File: config.mk
export PLATFORM = sky130hd
export DESIGN_NAME = tape_alu
export DESIGN_NICKNAME = d
export VERILOG_FILES = /design/src/rtl/tape_alu.sv
export SDC_FILE = /design/constraint.sdc
export NUM_CORES = 1
export LEC_CHECK = 0
export CAP_MARGIN = 20
export CORE_ASPECT_RATIO = 1.25
export CORE_MARGIN = 5
export CORE_UTILIZATION = 31
export DETAILED_ROUTE_END_ITERATION = 8
export PLACE_DENSITY = 0.56
export RECOVER_POWER = 100
export SETUP_SLACK_MARGIN = 0.1
export SLEW_MARGIN = 40
export SYNTH_ARGS = -nofsm -noshare
export SYNTH_HDL_FRONTEND = slang
export SYNTH_SLANG_ARGS = --single-unit
File: constraint.sdc
create_clock -name cclk -period 3.1 [get_ports cclk]
set_clock_uncertainty 0.05 [all_clocks]
set_input_delay 0.31 -clock cclk [delete_from_list [all_inputs] [get_ports cclk]]
set_output_delay 0.31 -clock cclk [all_outputs]
set_load 0.05 [all_outputs]
File: src/rtl/tape_alu.sv
// rtl/tape_alu.sv - serial add/subtract over two LSB-first symbol tapes into a sum tape.
// Build with TAPE_ALU_SUB_EN defined to include the subtract (borrow) datapath.
module tape_alu #(
    parameter int DEPTH  = 8,
    parameter int HEAD_W = 3
) (
    input  logic              cclk,
    input  logic              rstb,
    input  logic              mode,
    input  logic              wr_valid,
    input  logic              wr_tape,
    input  logic [HEAD_W-1:0] wr_addr,
    input  logic [1:0]        wr_sym,
    input  logic              start,
    input  logic [HEAD_W-1:0] rd_addr,
    output logic [1:0]        rd_sym,
    output logic              busy,
    output logic              done,
    output logic              overflow,
    output logic              equal
);

    typedef enum logic [2:0] {S_IDLE, S_CLEAR, S_C0, S_C1, S_FINISH} state_t;

    localparam logic [1:0]        SYM_ONE = 2'b01;
    localparam logic [1:0]        SYM_B   = 2'b10;
    localparam logic [HEAD_W-1:0] LAST    = HEAD_W'(DEPTH - 1);

    logic [1:0]        tape0_q [DEPTH];
    logic [1:0]        tape1_q [DEPTH];
    logic [1:0]        sum_q   [DEPTH];
    state_t            state_q, state_d;
    logic [HEAD_W-1:0] head_q, head_d;
    logic              busy_q, busy_d;
    logic              done_q, done_d;
    logic              overflow_q, overflow_d;
    logic              equal_q, equal_d;
    logic [1:0]        rd_sym_q, rd_sym_d;

    logic              op_we;
    logic              sum_we;
    logic [1:0]        sum_wdata;
    logic [1:0]        sym_a, sym_b;
    logic              dig_a, dig_b, cin, both_b, carry_out, cout;

`ifdef TAPE_ALU_SUB_EN
    logic              mode_q, mode_d;
    logic              borrow_out;
`else
    logic              unused_mode;
    assign unused_mode = mode;
`endif

    // Symbol 11 decodes as blank; a lone blank digit contributes ZERO.
    always_comb begin
        sym_a     = tape0_q[head_q];
        sym_b     = tape1_q[head_q];
        dig_a     = ~sym_a[1] & sym_a[0];
        dig_b     = ~sym_b[1] & sym_b[0];
        both_b    = sym_a[1] & sym_b[1];
        cin       = (state_q == S_C1);
        carry_out = (dig_a & dig_b) | (dig_a & cin) | (dig_b & cin);
`ifdef TAPE_ALU_SUB_EN
        borrow_out = (~dig_a & dig_b) | (~dig_a & cin) | (dig_b & cin);
        cout       = mode_q ? borrow_out : carry_out;
`else
        cout       = carry_out;
`endif
    end

    always_comb begin
        state_d    = state_q;
        head_d     = head_q;
        done_d     = 1'b0;
        overflow_d = overflow_q;
        equal_d    = equal_q;
        op_we      = 1'b0;
        sum_we     = 1'b0;
        sum_wdata  = SYM_B;
`ifdef TAPE_ALU_SUB_EN
        mode_d     = mode_q;
`endif
        case (state_q)
            S_IDLE: begin
                op_we = wr_valid && (wr_addr <= LAST);
                if (start) begin
                    state_d    = S_CLEAR;
                    head_d     = '0;
                    equal_d    = 1'b1;
                    overflow_d = 1'b0;
`ifdef TAPE_ALU_SUB_EN
                    mode_d     = mode;
`endif
                end
            end
            S_CLEAR: begin
                sum_we = 1'b1;
                if (head_q == LAST) begin
                    head_d  = '0;
                    state_d = S_C0;
                end else begin
                    head_d = head_q + HEAD_W'(1);
                end
            end
            S_C0, S_C1: begin
                if (both_b) begin
                    state_d = S_FINISH;
                    head_d  = '0;
                    if (cin) begin
`ifdef TAPE_ALU_SUB_EN
                        if (mode_q) begin
                            overflow_d = 1'b1;
                        end else begin
                            sum_we    = 1'b1;
                            sum_wdata = SYM_ONE;
                        end
`else
                        sum_we    = 1'b1;
                        sum_wdata = SYM_ONE;
`endif
                    end
                end else begin
                    sum_we    = 1'b1;
                    sum_wdata = {1'b0, dig_a ^ dig_b ^ cin};
                    if (dig_a != dig_b) begin
                        equal_d = 1'b0;
                    end
                    if (head_q == LAST) begin
                        overflow_d = cout;
                        head_d     = '0;
                        state_d    = S_FINISH;
                    end else begin
                        head_d  = head_q + HEAD_W'(1);
                        state_d = cout ? S_C1 : S_C0;
                    end
                end
            end
            S_FINISH: begin
                done_d  = 1'b1;
                state_d = S_IDLE;
            end
            default: state_d = S_IDLE;
        endcase
        busy_d   = (state_d != S_IDLE);
        rd_sym_d = sum_q[rd_addr];
    end

    always_ff @(posedge cclk or negedge rstb) begin
        if (!rstb) begin
            for (int i = 0; i < DEPTH; i++) begin
                tape0_q[i] <= SYM_B;
                tape1_q[i] <= SYM_B;
                sum_q[i]   <= SYM_B;
            end
            state_q    <= S_IDLE;
            head_q     <= '0;
            busy_q     <= 1'b0;
            done_q     <= 1'b0;
            overflow_q <= 1'b0;
            equal_q    <= 1'b0;
            rd_sym_q   <= 2'b00;
`ifdef TAPE_ALU_SUB_EN
            mode_q     <= 1'b0;
`endif
        end else begin
            state_q    <= state_d;
            head_q     <= head_d;
            busy_q     <= busy_d;
            done_q     <= done_d;
            overflow_q <= overflow_d;
            equal_q    <= equal_d;
            rd_sym_q   <= rd_sym_d;
`ifdef TAPE_ALU_SUB_EN
            mode_q     <= mode_d;
`endif
            if (op_we) begin
                if (wr_tape) begin
                    tape1_q[wr_addr] <= wr_sym;
                end else begin
                    tape0_q[wr_addr] <= wr_sym;
                end
            end
            if (sum_we) begin
                sum_q[head_q] <= sum_wdata;
            end
        end
    end

    assign rd_sym   = rd_sym_q;
    assign busy     = busy_q;
    assign done     = done_q;
    assign overflow = overflow_q;
    assign equal    = equal_q;

endmodule
Word-level counts from Yosys, hierarchy flattened
Index checks and enable logic that the tools add are counted.

Word-level logic and storage cells: 119. Flip-flop bits (word level): 60. Input port bits: 14.

Bitwise gates (word level): 16. Muxes and demuxes: 42. Add/sub/neg operators: 1. Reductions and logical operators: 13. $lt $le $gt $ge: 6. Equality and inequality tests: 10.

Operators by type and width (number): bitwise mux 16 bit (3); two-way mux 2 bit (11); two-way mux 3 bit (7); binary-select mux 2 bit (select 3 bit) (3); case mux 3 bit (3 select lines) (2); demux 2 bit (select 3 bit) (2); >= comparator 4 bit, second input constant (3); NOT 3 -> 4 bit (3); two-way mux 1 bit (11); less-than comparator 4 x 1 -> 1 bit, second input constant (2); != test 2 bit, second input constant (4); AND reduction 4 bit (2); AND 1 bit (6); == test 3 x 2 -> 1 bit, second input constant (2); == test 3 bit, second input constant (2); case mux 1 bit (2 select lines) (3); AND reduction 2 bit (3); nonzero test 3 bit (2); adder 3 x 1 -> 3 bit, second input constant (1); == test 3 x 1 -> 1 bit, second input constant (1); less-or-equal comparator 3 bit, second input constant (1); logical AND 1 bit (3); zero test 3 bit (1); NOT 1 bit (3); other kinds (5) (7).

Longest topological paths before layout
Gate-level depths: netlist (run 1).

Depth in word-level cells: 14. Mapped depth: 10. Gate-level depth less buffers: 8.

Worst setup path after synthesis (run 1)
No wires, ideal clock.

Path kind: register -> register. Start: reg head_q[0]. End: reg sum_q[10] (netlist name). Slack: 0.375 ns. Path buffers: 2. Cell stages (with the launch flop): 11. Clock period less this slack: 2.725 ns. Arrival time: 2.530 ns. Setup time: 0.145 ns. Cells stage by stage: dfrtp_1 -> buf_6 -> clkbuf_1 -> nor3b_1 -> a22o_1 -> a221oi_1 -> a31oi_1 -> fa_1 -> nand2b_1 -> o21ai_2 -> a2bb2oi_1.

Word-level cells in the longest chain between the ends: 11. Elaborated cells on any way between the ends: 24.

RTL lines: start: declaration (line 33) `logic [HEAD_W-1:0] head_q, head_d;`; start signal: assignment (line 156) `head_q <= '0;`; start signal: assignment (line 167) `head_q <= head_d;`; NOT 3 -> 4 bit (not written as such) * (line 56, 57, 184); binary-select mux 2 bit (select 3 bit) (on tied branches) (line 56, 57); two-way mux 2 bit (on tied branches) (2 in a row) (line 56, 57); NOT 1 bit (on tied branches) (line 58, 59); AND 1 bit (on tied branches) (line 58, 59); XOR 1 bit (2 in a row) (line 124) `sum_wdata = {1'b0, dig_a ^ dig_b ^ cin};`; two-way mux 2 bit (line 106) `if (both_b) begin`; two-way mux 2 bit (line 83) `case (state_q)`; bitwise mux 16 bit (line 184) `sum_q[head_q] <= sum_wdata;`; end signal: indexed assignment (line 184); end: declaration (line 31) `logic [1:0] sum_q [DEPTH];`.

Every way passes the cells marked *; elsewhere a longest branch is shown, timed or not. The select of a mux whose other input is x is not followed. A chain may end at the register's enable or synchronous reset.

Final worst setup path (run 1)
Start: reg head_q[0]. End: reg sum_q[0] (netlist name).

Same word-level chain as after synthesis.

==> impl_metrics.xml, run 1 <==
<?xml version="1.0" encoding="UTF-8"?>
<metrics>
  <group name="timing">
    <metric name="final_critical_path_setup_slack" unit="ns">0.280</metric>
    <metric name="unrepaired_setup_endpoints_after_global_routing" unit="">false</metric>
    <metric name="slew_headroom" unit="%">4.22</metric>
    <metric name="fin_crit" unit="ns">2.82</metric>
    <metric name="timing_max_transition_violations_final" unit="">0</metric>
    <metric name="worst_pin_slew" unit="ns">1.44</metric>
    <metric name="tns" unit="ns">0</metric>
    <metric name="maxClockFrequency" unit="MHz">355</metric>
    <metric name="min_period_over_period" unit="%">91.0</metric>
    <metric name="setup_viol" unit="">0</metric>
    <metric name="timing.final.hold_violations" unit="">0</metric>
  </group>
  <group name="setup_path">
    <metric name="criticalPathCategory" unit="">reg2reg</metric>
    <metric name="path_cells" unit="">mux4_2, mux2_1, a41oi_1, fa_1, nand2b_1, o21ai_2, buf_4, a2bb2oi_1</metric>
    <metric name="cp.required" unit="ns">3.24</metric>
    <metric name="reg_to_reg_slack_setup" unit="ns">0.28</metric>
    <metric name="critPathSlowestCell" unit="">sky130_fd_sc_hd__mux4_2</metric>
    <metric name="crit_fanout" unit="">8</metric>
    <metric name="critical-path-max-stage-delay" unit="ns">0.54</metric>
    <metric name="cp-start-kind" unit="">flip-flop</metric>
    <metric name="critPathArrivalTime" unit="ns">2.96</metric>
    <metric name="setup.worst_path.end_class" unit="">flip-flop</metric>
  </group>
  <group name="placed_design">
    <metric name="routabilityCongestion" unit="">0.740</metric>
    <metric name="place_worst_setup_slack" unit="ns">0.195</metric>
    <metric name="buffer_ports.inserted" unit="">18</metric>
    <metric name="place.detailed.hpwl" unit="mm">4.81</metric>
    <metric name="placed_cells_incl_taps" unit="">373</metric>
  </group>
  <group name="power">
    <metric name="power.net_switching" unit="W">0.00112</metric>
    <metric name="internal_power" unit="W">0.00238</metric>
    <metric name="comb_power_share" unit="%">31.3</metric>
    <metric name="vdd_ir_drop_max" unit="mV">0.420</metric>
    <metric name="static-leakage-power" unit="nW">1.57</metric>
    <metric name="share_clk_of_total_power" unit="%">30.0</metric>
    <metric name="switching_fraction" unit="%">32.1</metric>
    <metric name="power_density" unit="mW/mm^2">972</metric>
    <metric name="seqPwrFrac" unit="%">38.7</metric>
    <metric name="total_power" unit="W">0.00351</metric>
  </group>
  <group name="routing">
    <metric name="detail_route.wirelength" unit="mm">6.60</metric>
    <metric name="detailroute.wirelength.met2" unit="mm">3.29</metric>
    <metric name="average_routed_wire_per_standard_cell" unit="um">16.9</metric>
    <metric name="drt_via_density" unit="">5.07</metric>
    <metric name="drcViolationCount" unit="">0</metric>
    <metric name="detailedRoute.firstIterationViolations" unit="">79</metric>
    <metric name="met3_wirelength" unit="um">301</metric>
    <metric name="antenna_violating_nets_post_route" unit="">0</metric>
    <metric name="wl_met1" unit="mm">2.92</metric>
    <metric name="via_count" unit="">1979</metric>
    <metric name="highest_layer" unit="">met4</metric>
    <metric name="dr.pass1.iters" unit="">4</metric>
  </group>
  <group name="cts">
    <metric name="worst_setup_hold_path_clk_slew" unit="ns">0.05</metric>
    <metric name="clock-sinks" unit="">60</metric>
    <metric name="cts-htree-levels" unit="">3</metric>
    <metric name="cts_tree" unit="">yes</metric>
    <metric name="cts_buffers" unit="">9</metric>
    <metric name="post_cts.repair.setup_buffers" unit="">0</metric>
    <metric name="cts-root-buf" unit="">sky130_fd_sc_hd__clkbuf_16</metric>
    <metric name="clk_latency" unit="ns">0.32</metric>
    <metric name="clock_path_buffers" unit="">2</metric>
  </group>
  <group name="final_layout">
    <metric name="filler_cells_inserted" unit="">887</metric>
    <metric name="final_cell_count_no_fill" unit="">390</metric>
    <metric name="proportion_of_layout_cells_with_a_drive_suffix_above_1" unit="%">29.2</metric>
    <metric name="flow.area_growth_from_synthesis" unit="%">22.5</metric>
    <metric name="final-seq-area" unit="sq mm">0.00153</metric>
    <metric name="post-route-util" unit="%">39.1</metric>
    <metric name="nNetsFinal" unit="">280</metric>
    <metric name="area_of_the_multi_input_gates" unit="sq mm">0.00133</metric>
    <metric name="insertedDiodeCount" unit="">0</metric>
  </group>
  <group name="status">
    <metric name="status" unit="">finished clean</metric>
  </group>
  <group name="yosys">
    <metric name="synth_area_leader_cell" unit="">sky130_fd_sc_hd__dfrtp_1</metric>
    <metric name="netlist.area_leader.share" unit="%">30.6</metric>
    <metric name="synth_sequential_area_ratio" unit="%">52.0</metric>
    <metric name="syn_avg_cell_area" unit="sq um">12.7</metric>
    <metric name="syn_nets" unit="">250</metric>
    <metric name="yosys_warnings" unit="">0</metric>
    <metric name="synth_cell_type_count" unit="">44</metric>
    <metric name="post_synth_instance_area" unit="sq mm">0.00295</metric>
    <metric name="most_common_cell_in_the_synthesized_netlist" unit="">sky130_fd_sc_hd__dfrtp_1</metric>
    <metric name="synth-seq-cells" unit="">60</metric>
    <metric name="synth.top_cells.by_count" unit="">sky130_fd_sc_hd__dfrtp_1 (36), sky130_fd_sc_hd__dfstp_2 (24), sky130_fd_sc_hd__mux2_2 (19), sky130_fd_sc_hd__nand2_1 (19), sky130_fd_sc_hd__mux2_1 (17)</metric>
    <metric name="largest_cells_by_area_after_synthesis" unit="">sky130_fd_sc_hd__dfrtp_1 (31%), sky130_fd_sc_hd__dfstp_2 (21%), sky130_fd_sc_hd__mux2_2 (7.3%)</metric>
    <metric name="most_used_flip_flop_cell_after_synthesis" unit="">sky130_fd_sc_hd__dfrtp_1</metric>
    <metric name="synth_cells" unit="">232</metric>
    <metric name="synth_edf_count" unit="">0</metric>
    <metric name="synth-async-reset-ratio" unit="%">100</metric>
  </group>
  <group name="grt">
    <metric name="grt_antenna_before_repair" unit="">0</metric>
    <metric name="grt_use_total" unit="%">12.3</metric>
    <metric name="grt_max_degree" unit="">27</metric>
    <metric name="grt_first_pass_wirelength" unit="mm">11.0</metric>
    <metric name="first_global_vias" unit="">2106</metric>
    <metric name="grt_overflow" unit="">0</metric>
  </group>
  <group name="die">
    <metric name="io_pins" unit="">20</metric>
    <metric name="die_width" unit="um">97.2</metric>
    <metric name="die_area" unit="sq mm">0.0116</metric>
    <metric name="placeableCoreArea" unit="sq mm">0.00922</metric>
    <metric name="floorplan.initialDensity" unit="%">31.9</metric>
    <metric name="floorplan.rows" unit="">39</metric>
    <metric name="die_h" unit="um">119</metric>
  </group>
  <group name="run">
    <metric name="timing.max_cap.violations" unit="">0</metric>
  </group>
  <group name="hold_path">
    <metric name="hold_path.class" unit="">reg2reg</metric>
  </group>
</metrics>
## critical path, delay by kind of cell, from the launching register on
family | cells | cell delay, ns
AND/OR/NAND/NOR | 1 | 0.16
AO/OA/AOI/OAI | 3 | 0.45
buffers and inverters | 1 | 0.17
flip-flops | 1 | 0.51
multiplexers | 2 | 0.90
adder cells (fa/ha/maj) | 1 | 0.45
## worst paths after layout
check                           cells past startpoint          to       from
worst min register to register                      2    sum_q[9]   sum_q[9]
worst max-delay path                                8    sum_q[0]  head_q[0]
worst max register to register                      8    sum_q[0]  head_q[0]
max in group asynchronous                           3   rd_sym[0]       rstb
min in group asynchronous                           2  tape0_q[4]       rstb
worst min-delay path                                2    sum_q[9]   sum_q[9]
## logic make-up (layout without fill, tap and decap cells)
group                      count (synthesis)  count (layout)  share of synthesized area, %
and+or+nand+nor                           63              63                          11.2
DFF                                       60              60                          52.0
AOI/OAI and AO/OA                         45              45                          12.4
muxes                                     45              45                          20.2
adders and majority gates                  4               4                          1.95
buffers and inverters                     15              50                          2.21
## power by group through the flow
stage / registers [W] / clock network [W] / logic [W]
2_1_floorplan: 0.00132 / 0 / 0.000786
3_3_place_gp: 0.00136 / 0 / 0.00111
3_5_place_dp: 0.00137 / 0 / 0.00113
4_1_cts: 0.00137 / 0.00107 / 0.00114
5_1_grt: 0.00140 / 0.00111 / 0.00121
6_report: 0.00136 / 0.00105 / 0.00110
## placed cells by master (no fill, tap or decap), drive strengths merged, types with 2 or more instances in the layout
cell type      synthesis  layout
mux2                  36      36
a31oi                  7       7
nand2                 19      19
nor2                  12      12
dfrtp                 36      36
o21ai                  2       2
a22oi                  6       6
nor3b                  5       5
inv                    4       4
buf                    3       8
o211a                  8       8
clkbuf                 8      15
nor3                   4       4
nand2b                 2       2
nor2b                  8       8
and2                   4       4
clkdlybuf4s50          0      10
dfstp                 24      24
a2bb2oi                8       8
a21oi                  3       3
nand3                  4       4
bufinv                 0       2
a22o                   4       4
mux4                   8       8
ha                     3       3
dlygate4sd3            0       8
clkinv                 0       3
## metrics by stage
| stage | hold slack (ns) | cell area [sq um] |
|---|---|---|
| after floorplan | -0.0356 | 2950 |
| after global placement | 0.310 | 3310 |
| after detailed placement | 0.312 | 3310 |
| after CTS | 0.411 | 3640 |
| after global routing | 0.434 | 3610 |
| final | 0.410 | 3610 |
## sequential cells by signal (all words and copies together) (netlist names)
name / cells
sum_q: 16
tape0_q: 16
tape1_q: 16
head_q: 3
state_q: 3
rd_sym: 2
busy: 1
done: 1
equal: 1
overflow: 1
## area by class of cell
cell class / instances / share of cell area, %
inverter: 4 / 0.416
tap: 123 / 4.26
multi-input combinational: 157 / 36.9
timing repair buffer: 30 / 7.11
sequential: 60 / 42.5
clock buffer: 11 / 6.72
clock inverter: 5 / 2.08
## timing repair
action | in CTS | in global routing
hold endpoints to repair | 22 | 0
endpoints found under the setup margin | 0 | 8
hold buffers | 1 | 0
gates resized for setup | 0 | 2
## routing by layer
layer | global-route usage [%] | vias to the layer above
li1 | - | 939
met1 | 15.1 | 990
met2 | 20.3 | 43
met3 | 3.57 | 7
met4 | 5.00 | 0
met5 | 0 | -
No activity file was read; power rests on OpenSTA's default activity.
==> run 2: changes to the inputs <==
Settings changed: CTS_CLUSTER_SIZE from default to 10, SLEW_MARGIN 40 to 10, TNS_END_PERCENT from default to 50.
==> results of run 2 <==
No change in the layout: final DEF, timing and power equal those of run 1.
